<file path="src/rtl/seg_pkg.sv">
// seg_pkg: shared constants for the 7-segment scan controller.
package seg_pkg;
  localparam int SEG_CODE_W = 5;
  localparam logic [SEG_CODE_W-1:0] SEG_BLANK_CODE = 5'h10;
  localparam int SEG_NUM_DIGITS_DEF = 8;
  localparam int SEG_REFRESH_DIV_DEF = 50000;
endpackage

</file>
<file path="src/rtl/seg_tick_gen.sv">
// seg_tick_gen: per-digit slot counter running 0..REFRESH_DIV-1 with start/last flags.
module seg_tick_gen import seg_pkg::*; #(
  parameter int REFRESH_DIV = SEG_REFRESH_DIV_DEF
) (
  input  logic clk,
  input  logic rst_n,
  output logic slot_start,
  output logic slot_last
);
  localparam int CW = $clog2(REFRESH_DIV);
  logic [CW-1:0] r_cnt;
  assign slot_start = r_cnt == '0;
  assign slot_last  = r_cnt == CW'(REFRESH_DIV - 1);
  always_ff @(posedge clk)
    if (!rst_n) r_cnt <= '0;
    else        r_cnt <= slot_last ? '0 : r_cnt + 1'b1;
endmodule

</file>
<file path="src/rtl/seg_scan_mux.sv">
// seg_scan_mux: time-multiplexed 7-segment scan with frame-boundary display updates.
// Optional leading-zero blanking when SEG_LEADING_ZERO_BLANK_EN is defined.
module seg_scan_mux import seg_pkg::*; #(
  parameter int NUM_DIGITS  = SEG_NUM_DIGITS_DEF,
  parameter int REFRESH_DIV = SEG_REFRESH_DIV_DEF
) (
  input  logic                    clk,
  input  logic                    rst_n,
  input  logic                    in_valid,
  input  logic [4*NUM_DIGITS-1:0] in_data,
  input  logic [NUM_DIGITS-1:0]   in_dp,
  output logic                    in_ready,
  output logic [SEG_CODE_W-1:0]   digit_code,
  output logic [NUM_DIGITS-1:0]   an_n,
  output logic                    dp_n,
  output logic                    frame_done
);
  localparam int W  = 4 * NUM_DIGITS;
  localparam int IW = NUM_DIGITS > 1 ? $clog2(NUM_DIGITS) : 1;
  logic w_slot_start, w_slot_last, w_load_disp, r_pend;
  logic [IW-1:0] r_idx;
  logic [W-1:0] r_pend_data, r_disp, w_disp_nxt;
  logic [NUM_DIGITS-1:0] r_pend_dp, r_dpm, w_dpm_nxt, w_blank;
  logic [3:0] w_nib;
  logic [SEG_CODE_W-1:0] r_code;
  logic [NUM_DIGITS-1:0] r_an_n;
  logic r_dp_n, r_frame_done;

  seg_tick_gen #(.REFRESH_DIV(REFRESH_DIV)) u_tick (
    .clk       (clk),
    .rst_n     (rst_n),
    .slot_start(w_slot_start),
    .slot_last (w_slot_last)
  );

  assign in_ready   = 1'b1;
  assign digit_code = r_code;
  assign an_n       = r_an_n;
  assign dp_n       = r_dp_n;
  assign frame_done = r_frame_done;
  // The frame_done cycle is the only point where the displayed word may change.
  assign w_load_disp = r_frame_done & (in_valid | r_pend);
  assign w_disp_nxt  = in_valid ? in_data : r_pend_data;
  assign w_dpm_nxt   = in_valid ? in_dp : r_pend_dp;
  assign w_nib       = r_disp[4*r_idx +: 4];

`ifdef SEG_LEADING_ZERO_BLANK_EN
  logic [NUM_DIGITS-1:0] r_blank, w_blank_nxt;
  logic w_sig;
  // Digit k is blanked when no digit at or above k is significant; digit 0 never blanks.
  always_comb begin
    w_sig = 1'b0;
    w_blank_nxt = '0;
    for (int k = NUM_DIGITS - 1; k > 0; k--) begin
      w_sig = w_sig | (|w_disp_nxt[4*k +: 4]) | w_dpm_nxt[k];
      w_blank_nxt[k] = ~w_sig;
    end
  end
  always_ff @(posedge clk)
    if (!rst_n)           r_blank <= ~NUM_DIGITS'(1);
    else if (w_load_disp) r_blank <= w_blank_nxt;
  assign w_blank = r_blank;
`else
  assign w_blank = '0;
`endif

  always_ff @(posedge clk)
    if (!rst_n) begin
      r_pend      <= 1'b0;
      r_pend_data <= '0;
      r_pend_dp   <= '0;
      r_disp      <= '0;
      r_dpm       <= '0;
    end else begin
      if (w_load_disp) begin
        r_disp <= w_disp_nxt;
        r_dpm  <= w_dpm_nxt;
      end
      if (r_frame_done) r_pend <= 1'b0;
      else if (in_valid) begin
        r_pend      <= 1'b1;
        r_pend_data <= in_data;
        r_pend_dp   <= in_dp;
      end
    end

  always_ff @(posedge clk)
    if (!rst_n) begin
      r_idx        <= '0;
      r_an_n       <= '1;
      r_code       <= SEG_BLANK_CODE;
      r_dp_n       <= 1'b1;
      r_frame_done <= 1'b0;
    end else begin
      if (w_slot_last) r_idx <= r_idx == IW'(NUM_DIGITS - 1) ? '0 : r_idx + 1'b1;
      r_an_n       <= w_slot_start ? '1 : ~(NUM_DIGITS'(1) << r_idx);
      r_code       <= (w_slot_start | w_blank[r_idx]) ? SEG_BLANK_CODE : {1'b0, w_nib};
      r_dp_n       <= w_slot_start | ~r_dpm[r_idx];
      r_frame_done <= w_slot_last & (r_idx == IW'(NUM_DIGITS - 1));
    end
endmodule

</file>
<file path="config.mk">
export PLATFORM = sky130hd
export DESIGN_NAME = seg_scan_mux
export DESIGN_NICKNAME = d
export VERILOG_FILES = /design/src/rtl/seg_pkg.sv /design/src/rtl/seg_tick_gen.sv /design/src/rtl/seg_scan_mux.sv
export SDC_FILE = /design/constraint.sdc
export NUM_CORES = 1
export LEC_CHECK = 0
export BUFFER_PORTS_ARGS = -buffer_cell sky130_fd_sc_hd__buf_2
export CAP_MARGIN = 20
export CORE_AREA = 2 2 101 103
export DETAILED_ROUTE_END_ITERATION = 6
export DIE_AREA = 0 0 103 105
export GPL_TIMING_DRIVEN = 0
export PLACE_DENSITY = 0.79
export SLEW_MARGIN = 40
export SYNTH_ARGS = -nofsm -noshare
export SYNTH_HDL_FRONTEND = slang
export SYNTH_SLANG_ARGS = --single-unit
</file>
<file path="constraint.sdc">
create_clock -name clk -period 1.67 [get_ports clk]
set_input_delay 0.334 -clock clk [delete_from_list [all_inputs] [get_ports clk]]
set_output_delay 0.334 -clock clk [all_outputs]
set_load 0.02 [all_outputs]
</file>
==> summary.md <==
| Metric | Value |
|---|---|
| Outcome | `complete, but fails checks` |
| Failing checks | `negative setup slack` |
| Compound-Gate Fraction of Synth Area | `15.35%` |
| Synth-to-Final Area Change | `23.60%` |
| YS warnings | `0` |
| Worst-margin pin slew | `0.7606 ns` |
| Mapped Area | `4989 um^2` |
| Yosys top cell by area | `dfxtp_1` |
| RSZ-0062 raised after global routing | `yes` |
| Count of cell types in the netlist | `36` |
| CP delay by family, top | `simple AND/OR/NAND/NOR gates` |
| Post-synth EDFFs | `0` |
| Mapped Nets | `573` |
| VDD IR max | `0.0007999 V` |
| IO Port Bufs | `55` |
| R2R setup slack | `-0.09 ns` |
| Share of layout cells above drive strength 1 | `23.87%` |
| WL per Instance | `15.09 um` |
| Max cap viols | `0` |
| # hold bufs at CTS | `0` |
| Post-layout minimum cycle time | `1.756 ns` |
| Final Worst Setup Slack | `-0.08628 ns` |
| DRC | `0` |
| Sequential fraction of the synthesis area | `46.15%` |
| Synth Register Bits | `115` |
| Final WL | `11360 um` |
| Max Slew Vio Count | `0` |
| Crit end category | `flip-flop` |
| Slowest library cell on the worst path | `or4_4` |
| R2R Path End | `dp_n` |
| Skew final | `0.007782 ns` |
| CTS tree | `built` |
| Num ports | `59` |
| Ys flop type | `dfxtp_1` |
| R2R depth | `5` |
| Worst setup SP type | `flip-flop` |
| Largest family of logic cells by synthesized area | `simple AND/OR/NAND/NOR gates` |
| Max Fclk | `0.5694 GHz` |
| Crit path largest cell delay | `0.55 ns` |
| CP max FO | `5` |
| Most frequent cells after synthesis | `nand2_1, dfxtp_1, mux2i_1, o211a_1, a21boi_0` |
| H-tree lvl count | `4` |
| Number of global-route vias before repair | `3994` |
| Layout Utilization | `63.97%` |
| Standard-cell rows | `36` |
| Clock buffer count from CTS | `17` |
| Dpl hpwl | `7790 um` |
| Tot GR Track Use | `21.81%` |
| Die Area | `10820 um^2` |
| Post-Synthesis Cells | `522` |
| Maximum clock path buffer count | `2` |
| Routed via count | `3989` |
| Leakage | `2.919 nW` |
| Cell depth of the worst setup path | `5` |
| Slew margin rel. | `49.29%` |
| CP arrival | `2.20 ns` |
| Inst Count DP | `710` |
| Clk_lat worst skew | `0.51 ns` |
| CP endpoint | `dp_n` |
| Area share of the largest cell type after synthesis | `46.15%` |
| Crit path buf inv count | `2` |
| Final instance area | `6166 um^2` |
| CP cell instances | `or4_4, buf_6, o41ai_4, buf_4, a21o_1` |
| 1st-pass router iterations | `5` |
| Routability Congestion | `0.8131` |
| Overflow after GRT | `0` |
| Clock-pin slew on the worst setup and hold paths | `0.06 ns` |
| Nets | `660` |
| Setup CP Type | `flip-flop to flip-flop` |
| Async S/R FF share, synth | `0%` |
| Worst setup path startpoint | `u_tick.r_cnt[10]` |
| Req. time, crit path | `2.12 ns` |
| Final hold viol count | `0` |
| TritonCTS Sinks | `115` |
| Pwr Density | `1022 nW/um^2` |
| Antenna violations before repair | `0` |
| Clock root buffer | `clkbuf_8` |
| CORE AREA | `9639 um^2` |
| Non-Filler Instances | `753` |
| Setup violators final | `25` |
| Hold crit path type | `primary input to flip-flop` |
| RR Startpoint | `u_tick.r_cnt[10]` |
| Post-Route Setup TNS | `-0.9434 ns` |
| Most common cell in the netlist | `nand2_1` |
| Pre-CTS setup slack | `-0.2311 ns` |
| Placed inst area | `5435 um^2` |
| Mux cell area share after synthesis | `12.94%` |
| Initial core utilization | `51.75%` |
| Synth top area cells | `dfxtp_1, nand2_1, mux2i_1, o211a_1, a21boi_0` |
| Post-Synth Simple-Gate Area | `17.01%` |
| Die span in x | `103 um` |
| Period utilisation layout | `105.2%` |
| Mapped Avg Cell Area | `9.557 um^2` |
| Post-synthesis adder-cell area fraction | `2.007%` |
| Post-Synth XOR/XNOR Area | `2.458%` |
| Die height | `105 um` |
| First-pass GRT wire length | `18450 um` |
| Via/cell ratio | `5.297` |
| Initial DRC count | `179` |
| ANT nets after route | `0` |
| # diodes | `0` |
| Largest net degree at the start of global routing | `17` |
[area by class of cell]
type	count	area, um^2
Multi-Input combinational cell	359	2584
Clock buffer	24	460.4
Buffer	38	176.4
Clock inverter	6	32.53
Tap cell	133	166.4
Timing Repair Buffer	68	397.9
Fill cell	805	3473
Sequential cell	115	2311
Inverter	10	37.54
[worst min-delay path, cell delays in order]
cell,delay (ns)
buf_2,0.11
nand2_1,0.04
a21boi_0,0.06
[sequential cells by signal, indices dropped and copies added (netlist names), 3 cells and up]
name          flops
an_n              8
r_pend_data      32
r_pend_dp         8
u_tick.r_cnt     16
r_dpm             8
r_disp           32
digit_code        5
r_idx             3
[power by group]
| group | internal [mW] | switching (mW) |
|---|---|---|
| logic | 0.189 | 0.236 |
| registers | 2.81 | 0.0325 |
| clock network | 1.86 | 1.17 |
| total | 4.87 | 1.44 |
[cells in the final DEF (no fill, tap or decap), types with 12 or more instances in the layout]
cell type  Yosys  final
o211a_1       41     41
xnor2_1       12     12
nand2_1      142    142
a21boi_0      40     40
mux2i_1       42     42
clkbuf_16      0     17
nor2_1        21     13
clkbuf_1      34     30
dfxtp_1      115    110
buf_4          2     13
buf_2          1     55
[timing repair]
action / CTS / global route
gates resized for setup: 9 / 38
pin swaps: 8 / 8
gates cloned: 0 / 1
buffers inserted: 10 / 2
endpoints found under the setup margin: 31 / 68
[through the flow]
step / hold WS [ns] / total power [mW]
CTS: 0.07241 / 6.305
detailed placement: 0.4566 / 3.276
floorplan: 0.4416 / 3.140
global route: 0.08163 / 6.515
global placement: 0.4483 / 3.258
finish: 0.08669 / 6.302
[cells by family after synthesis]
| group | after synthesis |
|---|---|
| AO/OA/AOI/OAI | 87 |
| flip-flops | 115 |
| other | 1 |
| adder cells (fa/ha/maj) | 8 |
| XOR/XNOR | 14 |
| multiplexers | 52 |
| buffers and inverters | 48 |
| AND/OR/NAND/NOR | 197 |
[how the worst min path moves through the flow]
stage,startpoint,to,slack [ns],depth (start not counted)
after floorplan,u_tick.r_cnt[0],u_tick.r_cnt[0],0.44,1
after global placement,r_pend_data[16],r_pend_data[16],0.45,2
after detailed placement,r_pend_data[20],r_pend_data[20],0.46,2
after CTS,in_dp[0],r_pend_dp[0],0.07,3
after global routing,in_data[8],r_pend_data[8],0.08,3
final,in_dp[0],r_pend_dp[0],0.09,3
[routing by layer]
metal  track usage [%]  part of all wire [%]  vias to the layer above
met4             10.06                   2.2                        0
met2             35.95                    51                      113
li1                  -                     -                     1961
met1             26.08                    42                     1893
met5                 0                     0                        -
met3             5.886                   5.0                       22
Power figures use the tool's default switching activity.
